**src/rtl/vga_pkg.sv**
```systemverilog
// Shared definitions for the VGA frame-buffer path: colour codes,
// default display geometry and the coordinate bus width.
package vga_pkg;

    localparam int COORD_BITS = 11;
    localparam int HD_DEFAULT = 1280;
    localparam int VD_DEFAULT = 1024;

    typedef enum bit [1:0] {
        BLACK = 2'd0,
        WHITE = 2'd1,
        BLUE  = 2'd2,
        GREEN = 2'd3
    } color_e;

endpackage

```
**src/rtl/vga_rect_draw.sv**
```systemverilog
// Rectangle-fill pixel writer: accepts one fill command at a time and emits
// one frame-buffer write per clock in raster order (x inner, y outer).
module vga_rect_draw
    import vga_pkg::*;
#(
    parameter int HD         = HD_DEFAULT,
    parameter int VD         = VD_DEFAULT,
    parameter int COORD_BITS = vga_pkg::COORD_BITS
) (
    input  logic                  clk,
    input  logic                  arstn,
    input  logic                  cmd_valid_i,
    output logic                  cmd_ready_o,
    input  logic [COORD_BITS-1:0] cmd_x0_i,
    input  logic [COORD_BITS-1:0] cmd_y0_i,
    input  logic [COORD_BITS-1:0] cmd_x1_i,
    input  logic [COORD_BITS-1:0] cmd_y1_i,
    input  logic [1:0]            cmd_color_i,
    output logic                  we_o,
    output logic [1:0]            color_o,
    output logic [COORD_BITS-1:0] addr_x_o,
    output logic [COORD_BITS-1:0] addr_y_o,
    output logic                  busy_o,
    output logic                  done_o,
    output logic                  err_o
);

    typedef enum logic [0:0] {
        S_IDLE = 1'b0,
        S_DRAW = 1'b1
    } state_e;

    localparam logic [COORD_BITS-1:0] X_MAX = COORD_BITS'(HD - 1);
    localparam logic [COORD_BITS-1:0] Y_MAX = COORD_BITS'(VD - 1);

    function automatic logic [COORD_BITS-1:0] clamp_coord(
        input logic [COORD_BITS-1:0] v,
        input logic [COORD_BITS-1:0] lim
    );
        return (v > lim) ? lim : v;
    endfunction

    // An origin off-screen, or an origin beyond the clamped far corner, yields no pixels.
    function automatic logic cmd_rejected(
        input logic [COORD_BITS-1:0] x0,
        input logic [COORD_BITS-1:0] y0,
        input logic [COORD_BITS-1:0] x1c,
        input logic [COORD_BITS-1:0] y1c
    );
        return (x0 > X_MAX) || (y0 > Y_MAX) || (x0 > x1c) || (y0 > y1c);
    endfunction

    state_e                state_q,  state_d;
    logic [COORD_BITS-1:0] x_q,      x_d;
    logic [COORD_BITS-1:0] y_q,      y_d;
    logic [COORD_BITS-1:0] x0_q,     x0_d;
    logic [COORD_BITS-1:0] x1_q,     x1_d;
    logic [COORD_BITS-1:0] y1_q,     y1_d;
    logic [1:0]            color_q,  color_d;
    logic                  we_q,     we_d;
    logic                  busy_q,   busy_d;
    logic                  done_q,   done_d;
    logic                  err_q,    err_d;

    logic [COORD_BITS-1:0] x1c_s;
    logic [COORD_BITS-1:0] y1c_s;

    // Clamp the far corner of the incoming command to the visible area.
    always_comb begin
        x1c_s = clamp_coord(cmd_x1_i, X_MAX);
        y1c_s = clamp_coord(cmd_y1_i, Y_MAX);
    end

    // Next-state and registered-output logic for the IDLE/DRAW sequencer.
    always_comb begin
        state_d = state_q;
        x_d     = x_q;
        y_d     = y_q;
        x0_d    = x0_q;
        x1_d    = x1_q;
        y1_d    = y1_q;
        color_d = color_q;
        we_d    = we_q;
        busy_d  = busy_q;
        done_d  = 1'b0;
        err_d   = 1'b0;
        case (state_q)
            S_IDLE: begin
                if (cmd_valid_i) begin
                    if (cmd_rejected(cmd_x0_i, cmd_y0_i, x1c_s, y1c_s)) begin
                        err_d = 1'b1;
                    end else begin
                        state_d = S_DRAW;
                        x_d     = cmd_x0_i;
                        y_d     = cmd_y0_i;
                        x0_d    = cmd_x0_i;
                        x1_d    = x1c_s;
                        y1_d    = y1c_s;
                        color_d = cmd_color_i;
                        we_d    = 1'b1;
                        busy_d  = 1'b1;
                    end
                end else begin
                    we_d   = 1'b0;
                    busy_d = 1'b0;
                end
            end
            S_DRAW: begin
                if (x_q < x1_q) begin
                    x_d = x_q + COORD_BITS'(1);
                end else if (y_q < y1_q) begin
                    x_d = x0_q;
                    y_d = y_q + COORD_BITS'(1);
                end else begin
                    // Last pixel was just written; drop the write strobe and flag completion.
                    state_d = S_IDLE;
                    we_d    = 1'b0;
                    busy_d  = 1'b0;
                    done_d  = 1'b1;
                end
            end
            default: begin
                state_d = S_IDLE;
                we_d    = 1'b0;
                busy_d  = 1'b0;
            end
        endcase
    end

    // State and output registers; reset abandons any command in progress.
    always_ff @(posedge clk or negedge arstn) begin
        if (!arstn) begin
            state_q <= S_IDLE;
            x_q     <= {COORD_BITS{1'b0}};
            y_q     <= {COORD_BITS{1'b0}};
            x0_q    <= {COORD_BITS{1'b0}};
            x1_q    <= {COORD_BITS{1'b0}};
            y1_q    <= {COORD_BITS{1'b0}};
            color_q <= 2'd0;
            we_q    <= 1'b0;
            busy_q  <= 1'b0;
            done_q  <= 1'b0;
            err_q   <= 1'b0;
        end else begin
            state_q <= state_d;
            x_q     <= x_d;
            y_q     <= y_d;
            x0_q    <= x0_d;
            x1_q    <= x1_d;
            y1_q    <= y1_d;
            color_q <= color_d;
            we_q    <= we_d;
            busy_q  <= busy_d;
            done_q  <= done_d;
            err_q   <= err_d;
        end
    end

    assign cmd_ready_o = (state_q == S_IDLE);
    assign we_o        = we_q;
    assign color_o     = color_q;
    assign addr_x_o    = x_q;
    assign addr_y_o    = y_q;
    assign busy_o      = busy_q;
    assign done_o      = done_q;
    assign err_o       = err_q;

endmodule

```
**config.mk**
```make
export PLATFORM = sky130hd
export DESIGN_NAME = vga_rect_draw
export DESIGN_NICKNAME = d
export VERILOG_FILES = /design/src/rtl/vga_pkg.sv /design/src/rtl/vga_rect_draw.sv
export SDC_FILE = /design/constraint.sdc
export NUM_CORES = 1
export LEC_CHECK = 0
export ABC_AREA = 1
export CAP_MARGIN = 10
export CORE_AREA = 3 3 95 97
export CTS_CLUSTER_SIZE = 10
export DETAILED_ROUTE_END_ITERATION = 12
export DIE_AREA = 0 0 98 100
export GPL_TIMING_DRIVEN = 0
export PLACE_DENSITY = 0.85
export SLEW_MARGIN = 20
export SYNTH_ARGS = -nofsm -noshare
export SYNTH_HDL_FRONTEND = slang
export SYNTH_SLANG_ARGS = --single-unit
```
**constraint.sdc**
```tcl
create_clock -name clk -period 2.9 [get_ports clk]
set_clock_uncertainty 0.2 [all_clocks]
set_input_delay 0.29 -clock clk [delete_from_list [all_inputs] [get_ports clk]]
set_output_delay 0.29 -clock clk [all_outputs]
set_load 0.005 [all_outputs]
```
---- Word level (Yosys, flattened, before mapping) ----
Index checks and enable logic that the tools add are counted.
word-level totals
  output and inout port bits .............. 29
  input bits .............................. 49
  logic and storage cells ................. 64
  bits in registers ....................... 61
cells by class
  equal/unequal tests ..................... 7
  mux-type cells .......................... 28
  add/subtract/negate cells ............... 2
  bitwise operators ....................... 2
  reduce and logical (&&, ||, !) cells .... 7
  magnitude comparators ................... 8
operators by type and width
  kind                                                   count
  two-way mux 11 bit                                     10
  one-hot mux 11 bit (2 select lines)                    2
  adder 11 x 1 -> 11 bit (second input constant)         2
  > comparator 11 x 10 -> 1 bit (second input constant)  2
  > comparator 11 bit                                    2
  > comparator 11 bit (second input constant)            2
  < comparator 11 bit                                    2
  two-way mux 1 bit                                      14
  AND reduction 3 bit                                    3
  != test 2 bit (second input constant)                  4
  one-hot mux 1 bit (2 select lines)                     2
  AND reduction 4 bit                                    1
  logical OR 1 bit                                       3
  != test 3 x 1 -> 1 bit (second input constant)         1
  != test 3 bit (second input constant)                  1
  != test 2 x 1 -> 1 bit (second input constant)         1
  inverter 1 bit                                         2

---- Longest topological paths before layout ----
Gate-level depths: netlist of run 1.
  depth after elaboration ................. 8
  mapped depth ............................ 16

---- Least setup slack after synthesis of run 1 ----
OpenSTA, ideal clock, no wires.
  path kind ............................... input to register
  start point ............................. input cmd_x1_i[9]
  end point ............................... register y1_q[4]
  setup slack ............................. 0.602 ns
  data required time ...................... 2.578 ns
  library setup time ...................... 0.122 ns
  arrival time ............................ 1.976 ns
  buffers on the path ..................... 2
  stages .................................. 15
  cells stage by stage .................... o21ai_0 inv_1 nor2_1 ha_1 nand2_1 nor2_1 and2_1 nand2_1 nand3_1 nand2_2 nand4_2 buf_6 buf_6 nand2_1 o21ai_2
on the way
  longest elaborated chain between the ends .. 7
RTL lines
  element                                   RTL line              RTL
  start: declaration                        vga_rect_draw.sv:16   input logic [COORD_BITS-1:0] cmd_x1_i,
  > comparator 11 bit                       vga_rect_draw.sv:40   return (v > lim) ? lim : v;
  two-way mux 11 bit (*)                    vga_rect_draw.sv:40
  > comparator 11 bit (*)                   vga_rect_draw.sv:50   return (x0 > X_MAX) || (y0 > Y_MAX) || (x0 > x1c) || (y0 > y1c);
  logical OR 1 bit (*) (2 in series)        vga_rect_draw.sv:50
  inverter 1 bit (no source line) (*)       n/a
  AND reduction 3 bit (no source line) (*)  n/a
  end signal: assignment                    vga_rect_draw.sv:138  y1_q <= {COORD_BITS{1'b0}};
  end signal: assignment                    vga_rect_draw.sv:150  y1_q <= y1_d;
  end: declaration                          vga_rect_draw.sv:58   logic [COORD_BITS-1:0] y1_q, y1_d;
Mark *: on every way between the ends. The rest lies on a longest branch, timed or not.
A chain may end at the register's enable or synchronous reset.

---- Worst setup path in the final report of run 1 ----
  start point ............................. input cmd_x1_i[9]
  end point ............................... register y1_q[5]
The elaborated chain is that of the path after synthesis.

==> flow_metrics.py, run 1 <==
metrics = {
    "run_status": {
        "status": "completed",
    },
    "layout": {
        "drive_gt1_share_pct": 8.89,
        "area_growth_pct": 24.9,
        "register_area_um2": 1530,
        "multiInputGateArea_um2": 2530,
        "utilization_pct": 68.4,
        "diodes": 0,
        "nNetsFinal": 808,
        "nFillCells": 687,
    },
    "power_and_ir_drop": {
        "ir_drop_v": 0.000214,
        "p_per_area_nw_per_um2": 323,
        "p_leak_nw": 2.81,
    },
    "logic_synthesis": {
        "synth-edff-count": 0,
        "seq_area_frac_synth_pct": 33.9,
        "syn_nets": 719,
        "netlist.area_leader.share_pct": 33.9,
        "synth_area_um2": 4500,
        "syn_area_per_cell_um2": 7.19,
        "synth_top_cell_by_area": "dfrtp_1",
        "synth-seq-cells": 61,
        "synthTopCellsByArea": "dfrtp_1 (34%), nand2_1 (17%), ha_1 (12%)",
        "synthCells": 626,
        "ys_types": 31,
        "async_flop_share_pct": 100,
        "yosys_warnings": 0,
        "synth_ff_type": "dfrtp_1",
    },
    "grt": {
        "grt_pass1_wl_um": 21500,
        "grt_max_degree": 47,
        "antenna_found_initial": 0,
        "overflow": 0,
        "grt_pass1_vias": 4482,
        "grtUsageTotal_pct": 27.4,
    },
    "worst_setup_path": {
        "cp.arrival_ns": 2.69,
        "cpMostUsedCell": "nand2_1",
        "worst-path-max-fanout": 10,
        "crit_path_start": "cmd_x1_i[9]",
        "reg2reg_to": "addr_x_o[8]",
        "cp.buffers_inverters": 4,
        "worst_setup_path_end_kind": "flop",
        "r2r_cells": 11,
        "crit_required_ns": 2.91,
        "reg2reg_from": "addr_x_o[10]",
        "cp-start-kind": "primary input",
        "worstSetupPathType": "primary input to flop",
        "critical_path.top_delay_family": "simple AND/OR/NAND/NOR gates",
        "crit_path_cell_trace": "clkdlybuf4s50_1 > o21ai_0 > inv_2 > nor2_1 > ha_1 > nand2_1 > nor2_1 > and2_1 > nand2_1 > nand3_1 > nand2_2 > nand4_2 > buf_6 > buf_6 > nand2_1 > o21ai_2",
        "reg2reg_slack_ns": 0.49,
        "slowest_stage": "clkdlybuf4s50_1",
        "crit_path_max_incr_delay_ns": 0.41,
    },
    "timing": {
        "rsz0062_at_grt": "no",
        "timing.final.hold_violations": 0,
        "fin_crit_sh_pct": 92.3,
        "setup-tns-final_ns": 0,
        "setup_viol": 0,
        "min_period_ns": 2.68,
        "max_freq_ghz": 0.373,
        "slew_viol_final": 0,
    },
    "place": {
        "gp_congestion": 0.888,
        "place_hpwl_um": 10100,
        "io_buffer_count": 76,
    },
    "clock_network": {
        "numCtsBuffers": 9,
        "clk_pin_slew_ns": 0.07,
        "root_buffer": "clkbuf_8",
        "clk_path_buf_depth": 2,
        "insertion_delay_ns": 0.34,
        "cts_tree": "done",
        "cts_sinks": 61,
        "ctsHtreeMaxLevel": 3,
    },
    "die": {
        "die_area_um2": 9800,
        "start_util_pct": 54.7,
        "pin_count": 78,
        "die-width_um": 98,
        "placementRows": 33,
        "die_y_um": 100,
        "core-area_um2": 8220,
    },
    "drt": {
        "drtIter0Drc": 250,
        "ant_nets": 0,
        "drc": 0,
        "first_pass_iters": 5,
        "vias": 4502,
        "wirelength_um": 13000,
        "wl_per_cell_um": 15.7,
        "avgViaCountPerCell": 5.46,
    },
    "worst_hold_path": {
        "hold_path_class": "primary input to asynchronous set/reset pin",
    },
    "run": {
        "maxCapViolCount": 0,
    },
}
[worst max path at each step]
stage | endpoint | depth (start not counted)
after floorplan | y1_q[4] | 15
after global placement | addr_x_o[2] | 1
after detailed placement | y1_q[9] | 15
after CTS | y1_q[8] | 15
after global routing | addr_y_o[5] | 16
final | y1_q[5] | 16
[placed cells by master (no fill, tap or decap)]
cell / count
nand4_1: 17
o21ai_2: 10
nand4_2: 1
clkbuf_8: 10
o21ai_0: 14
inv_1: 66
clkinv_1: 1
a31oi_1: 1
nand3_1: 65
clkinvlp_4: 1
o21bai_1: 2
a21o_1: 2
ha_1: 44
nand3b_1: 2
dlygate4sd3_1: 1
a21oi_1: 15
dfrtp_1: 61
or2_2: 2
nand2_1: 209
xor2_1: 7
xnor2_1: 5
buf_4: 2
buf_2: 12
nor2_1: 42
bufinv_16: 1
buf_16: 1
nand3_2: 9
nor3_1: 3
buf_6: 7
o21ai_1: 11
clkinv_2: 2
o21a_1: 1
clkdlybuf4s50_1: 75
and2_1: 2
inv_2: 5
nand2_2: 1
clkbuf_1: 9
conb_1: 1
[sequential cells by signal, indices dropped and copies added, names as in the netlist]
signal	count
done_o	1
color_o	2
addr_y_o	11
x1_q	11
addr_x_o	11
err_o	1
state_q	1
busy_o	1
x0_q	11
y1_q	11
[report_power, final]
part / total [mW] / leakage (nW) / internal [mW] / switching [mW]
clock network: 0.760 / 0.0964 / 0.418 / 0.341
logic: 0.202 / 1.89 / 0.0962 / 0.106
registers: 0.850 / 0.828 / 0.850 / 0
total: 1.81 / 2.81 / 1.36 / 0.447
[layer usage]
layer | track usage [%] | up-vias | share of wire [%]
met4 | 9.16 | 0 | 1.6
met3 | 3.75 | 18 | 6.8
met2 | 46.0 | 173 | 47
met1 | 36.8 | 2116 | 44
li1 | - | 2195 | -
met5 | 0 | - | 0
[stage by stage]
stage               setup slack, ns  power, mW  area (um^2)  instances  hold WS (ns)
floorplan                     0.602      0.944         4500        626        -0.206
global placement             -0.619       1.05         5390        807         0.261
detailed placement           -0.149       1.07         5420        808       -0.0282
CTS                           0.176       1.82         5620        825         0.163
global route                 0.0118       1.87         5620        825         0.192
finish                        0.222       1.81         5620        825         0.163
[cell usage after synthesis, drive strengths merged (3+ instances only)]
master	number
nand2	210
nand3	74
inv	71
dfrtp	61
ha	44
nor2	42
o21ai	35
buf	20
nand4	18
a21oi	15
clkbuf	7
xor2	7
xnor2	5
nor3	3
[cell type report]
| type | count | area share, % |
|---|---|---|
| Multi-Input combinational cell | 466 | 45.0 |
| Sequential cell | 61 | 27.2 |
| Timing Repair Buffer | 78 | 14.2 |
| Inverter | 72 | 4.81 |
| Buffer | 27 | 3.07 |
| Clock buffer | 12 | 2.58 |
| Tap cell | 105 | 2.34 |
| Clock inverter | 4 | 0.846 |
[what timing repair did]
item / 4_1_cts / 5_1_grt
hold buffers: 1 / 0
hold endpoints to repair: 61 / 0
resized for setup: 0 / 1
setup endpoints to repair: 0 / 3
buffers inserted: 0 / 0
[cell families after synthesis]
logic type / count (synthesis) / synth area share (%)
adders and majority gates: 44 / 12.2
AOI/OAI and AO/OA: 56 / 7.37
other: 1 / 0.0834
buffers and inverters: 99 / 9.85
DFF: 61 / 33.9
xor gates and xnor gates: 12 / 2.34
and+or+nand+nor: 353 / 34.2
No activity file was read; power rests on OpenSTA's default activity.
==> run 2: changes to the inputs <==
--- a/config.mk
+++ b/config.mk
@@ -8,6 +8,7 @@
 export ABC_AREA = 1
 export CAP_MARGIN = 10
 export CORE_AREA = 3 3 95 97
+export CTS_CLUSTER_DIAMETER = 60
 export CTS_CLUSTER_SIZE = 10
 export DETAILED_ROUTE_END_ITERATION = 12
 export DIE_AREA = 0 0 98 100
==> results of run 2 <==
No change in the layout: final DEF, timing and power equal those of run 1.
==> run 3: changes to the inputs <==
--- a/config.mk
+++ b/config.mk
@@ -7,13 +7,13 @@
 export LEC_CHECK = 0
 export ABC_AREA = 1
 export CAP_MARGIN = 10
-export CORE_AREA = 3 3 95 97
+export CORE_AREA = 3 3 96 98
 export CTS_CLUSTER_DIAMETER = 60
 export CTS_CLUSTER_SIZE = 10
 export DETAILED_ROUTE_END_ITERATION = 12
-export DIE_AREA = 0 0 98 100
+export DIE_AREA = 0 0 99 101
 export GPL_TIMING_DRIVEN = 0
-export PLACE_DENSITY = 0.85
+export PLACE_DENSITY = 0.83
 export SLEW_MARGIN = 20
 export SYNTH_ARGS = -nofsm -noshare
 export SYNTH_HDL_FRONTEND = slang
==> constraint.sdc (replaced) <==
create_clock -name clk -period 2.5 [get_ports clk]
set_clock_uncertainty 0.2 [all_clocks]
set_input_delay 0.25 -clock clk [delete_from_list [all_inputs] [get_ports clk]]
set_output_delay 0.25 -clock clk [all_outputs]
set_load 0.005 [all_outputs]
==> run 3 against run 2 <==
  * Utilization down 0.90 points
  * Sequential cell count is the same
  * Routed wire length shrank 0.23%
  * Sequential share of layout area fell by 0.71 points
  * Final cell count rose by 0.48%
  * Via count decreased by 0.20%
  * Combinational power rose by 26%
  * Hold slack lost 0.099 ns
  * Critical path type is now flop to flop
  * Register-to-register slack got worse by 0.36 ns
  * Global-route usage is 1.4 points lower
  * First-iteration DRC count grew 26%
  * Total power increased by 23%
==> flow_metrics.py, run 3 (synthesis gave the netlist of run 1 again) <==
metrics = {
    "run_status": {
        "status": "completed",
    },
    "die": {
        "core-area_um2": 8550,
        "die_area_um2": 10000,
        "pin_count": 78,
        "placementRows": 34,
        "die-width_um": 99,
        "start_util_pct": 52.6,
        "die_y_um": 101,
    },
    "clock_network": {
        "cts_setup_buffers": 0,
        "numCtsBuffers": 9,
        "root_buffer": "clkbuf_8",
        "insertion_delay_ns": 0.36,
        "clk_path_buf_depth": 2,
        "cts_tree": "done",
        "ctsHtreeMaxLevel": 3,
        "cts_sinks": 61,
        "clk_pin_slew_ns": 0.07,
    },
    "grt": {
        "overflow": 0,
        "grt_pass1_vias": 4286,
        "antenna_found_initial": 0,
        "grtUsageTotal_pct": 26.0,
        "grt_max_degree": 37,
        "grt_pass1_wl_um": 20600,
    },
    "worst_setup_path": {
        "worst-path-max-fanout": 10,
        "cp-start-kind": "flop",
        "cp.arrival_ns": 2.42,
        "crit_required_ns": 2.54,
        "crit_path_cell_trace": "ha_1 > a21oi_1 > nor2_1 > nor2_1 > and2_1 > clkbuf_4 > nand3_1 > nand3_1 > nand2_1 > nand3_1 > nand2_1",
        "crit_path_max_incr_delay_ns": 0.45,
        "worstSetupPathType": "flop to flop",
        "worst_setup_path_end_kind": "flop",
        "critical_path.top_delay_family": "simple AND/OR/NAND/NOR gates",
        "slowest_stage": "dfrtp_1",
        "cpMostUsedCell": "nand3_1",
        "reg2reg_slack_ns": 0.13,
        "cp.buffers_inverters": 1,
    },
    "timing": {
        "max_freq_ghz": 0.422,
        "holdWs_ns": 0.0642,
        "slew_viol_final": 0,
        "setup-tns-final_ns": 0,
        "fin_crit_sh_pct": 94.9,
        "min_period_ns": 2.37,
        "timing.final.hold_violations": 0,
        "setup_viol": 0,
    },
    "run": {
        "maxCapViolCount": 0,
    },
    "layout": {
        "area_growth_pct": 28.3,
        "nFillCells": 679,
        "nNetsFinal": 809,
        "final_cell_mix": "nand2_1 (208), clkdlybuf4s50_1 (72), inv_1 (66)",
        "drive_gt1_share_pct": 11.7,
        "final_common_cell": "nand2_1",
        "diodes": 0,
    },
    "place": {
        "gp_congestion": 0.923,
        "place_hpwl_um": 9620,
        "io_buffer_count": 76,
    },
    "drt": {
        "wl_met1_um": 5720,
        "wl_met3_um": 868,
        "ant_nets": 0,
        "first_pass_iters": 5,
        "drc": 0,
        "wl_per_cell_um": 15.6,
        "wl_met2_um": 6140,
        "vias": 4493,
        "highest_layer": "met4",
        "avgViaCountPerCell": 5.42,
        "drtIter0Drc": 316,
        "wirelength_um": 12900,
    },
    "power_and_ir_drop": {
        "p_per_area_nw_per_um2": 388,
        "ir_drop_v": 0.000298,
        "p_leak_nw": 2.88,
    },
    "worst_hold_path": {
        "hold_path_class": "primary input to flop",
    },
}
-- run 3: changes by cell type in the layout (fill, tap and decap cells not counted), sizes merged --
| cell | before | now |
|---|---|---|
| clkinv | 3 | 5 |
| clkinvlp | 1 | 2 |
| inv | 71 | 70 |
| bufinv | 1 | 2 |
| clkdlybuf4s50 | 75 | 72 |
| clkbuf | 19 | 17 |
| dlymetal6s2s | 0 | 3 |
-- run 3: final timing paths --
check                             from          end  cells after the start
max                        addr_x_o[8]  addr_x_o[6]                     11
max in group asynchronous        arstn      y1_q[1]                      3
min                        cmd_x1_i[8]      x1_q[8]                      3
min in group asynchronous        arstn  addr_x_o[3]                      2
min reg2reg                    x0_q[4]      x0_q[4]                      2
max reg2reg                addr_x_o[8]  addr_x_o[6]                     11
-- run 3: repair_timing --
item / in CTS / in global routing
hold endpoints to repair: 61 / 0
pin swaps: 0 / 3
cloned: 0 / 1
hold buffers: 1 / 0
endpoints found under the setup margin: 59 / 59
gates resized for setup: 3 / 38
-- run 3: metal layers --
metal / up-vias / global-route usage (%)
met2: 186 / 41.5
li1: 2195 / -
met1: 2090 / 35.9
met3: 22 / 4.91
met4: 0 / 8.09
met5: - / 0
-- run 3: layout make-up --
type	instances	area (um^2)	area share, %
buffer	27	183	3.17
clock buffer	9	124	2.15
clock inverter	7	90.1	1.56
inverter	72	275	4.77
multi-input combinational	466	2630	45.6
sequential	61	1530	26.5
tap	108	135	2.34
timing repair buffer	79	803	13.9
-- run 3: stage by stage --
stage / setup slack [ns] / instance area, um^2 / cells / util [%] / total power, mW
2_1_floorplan: 0.242 / 4500 / 626 / - / 1.09
3_3_place_gp: -0.937 / 5390 / 810 / 63.1 / 1.22
3_5_place_dp: -0.468 / 5410 / 811 / 63.3 / 1.23
4_1_cts: 0.00376 / 5640 / 828 / 65.9 / 2.20
5_1_grt: -0.0443 / 5770 / 829 / 67.5 / 2.30
6_report: 0.128 / 5770 / 829 / 67.5 / 2.24
-- run 3: power breakdown --
group | internal, mW | switching [mW] | total, mW
registers | 0.986 | 0 | 0.986
clock network | 0.556 | 0.439 | 0.994
logic | 0.119 | 0.136 | 0.255
total | 1.66 | 0.575 | 2.24
-- run 3: worst min-delay path: cells and delay by family --
family	cells	cell delay, ns
compound gates	1	0.08
simple gates	1	0.10
buf+inv	1	0.14
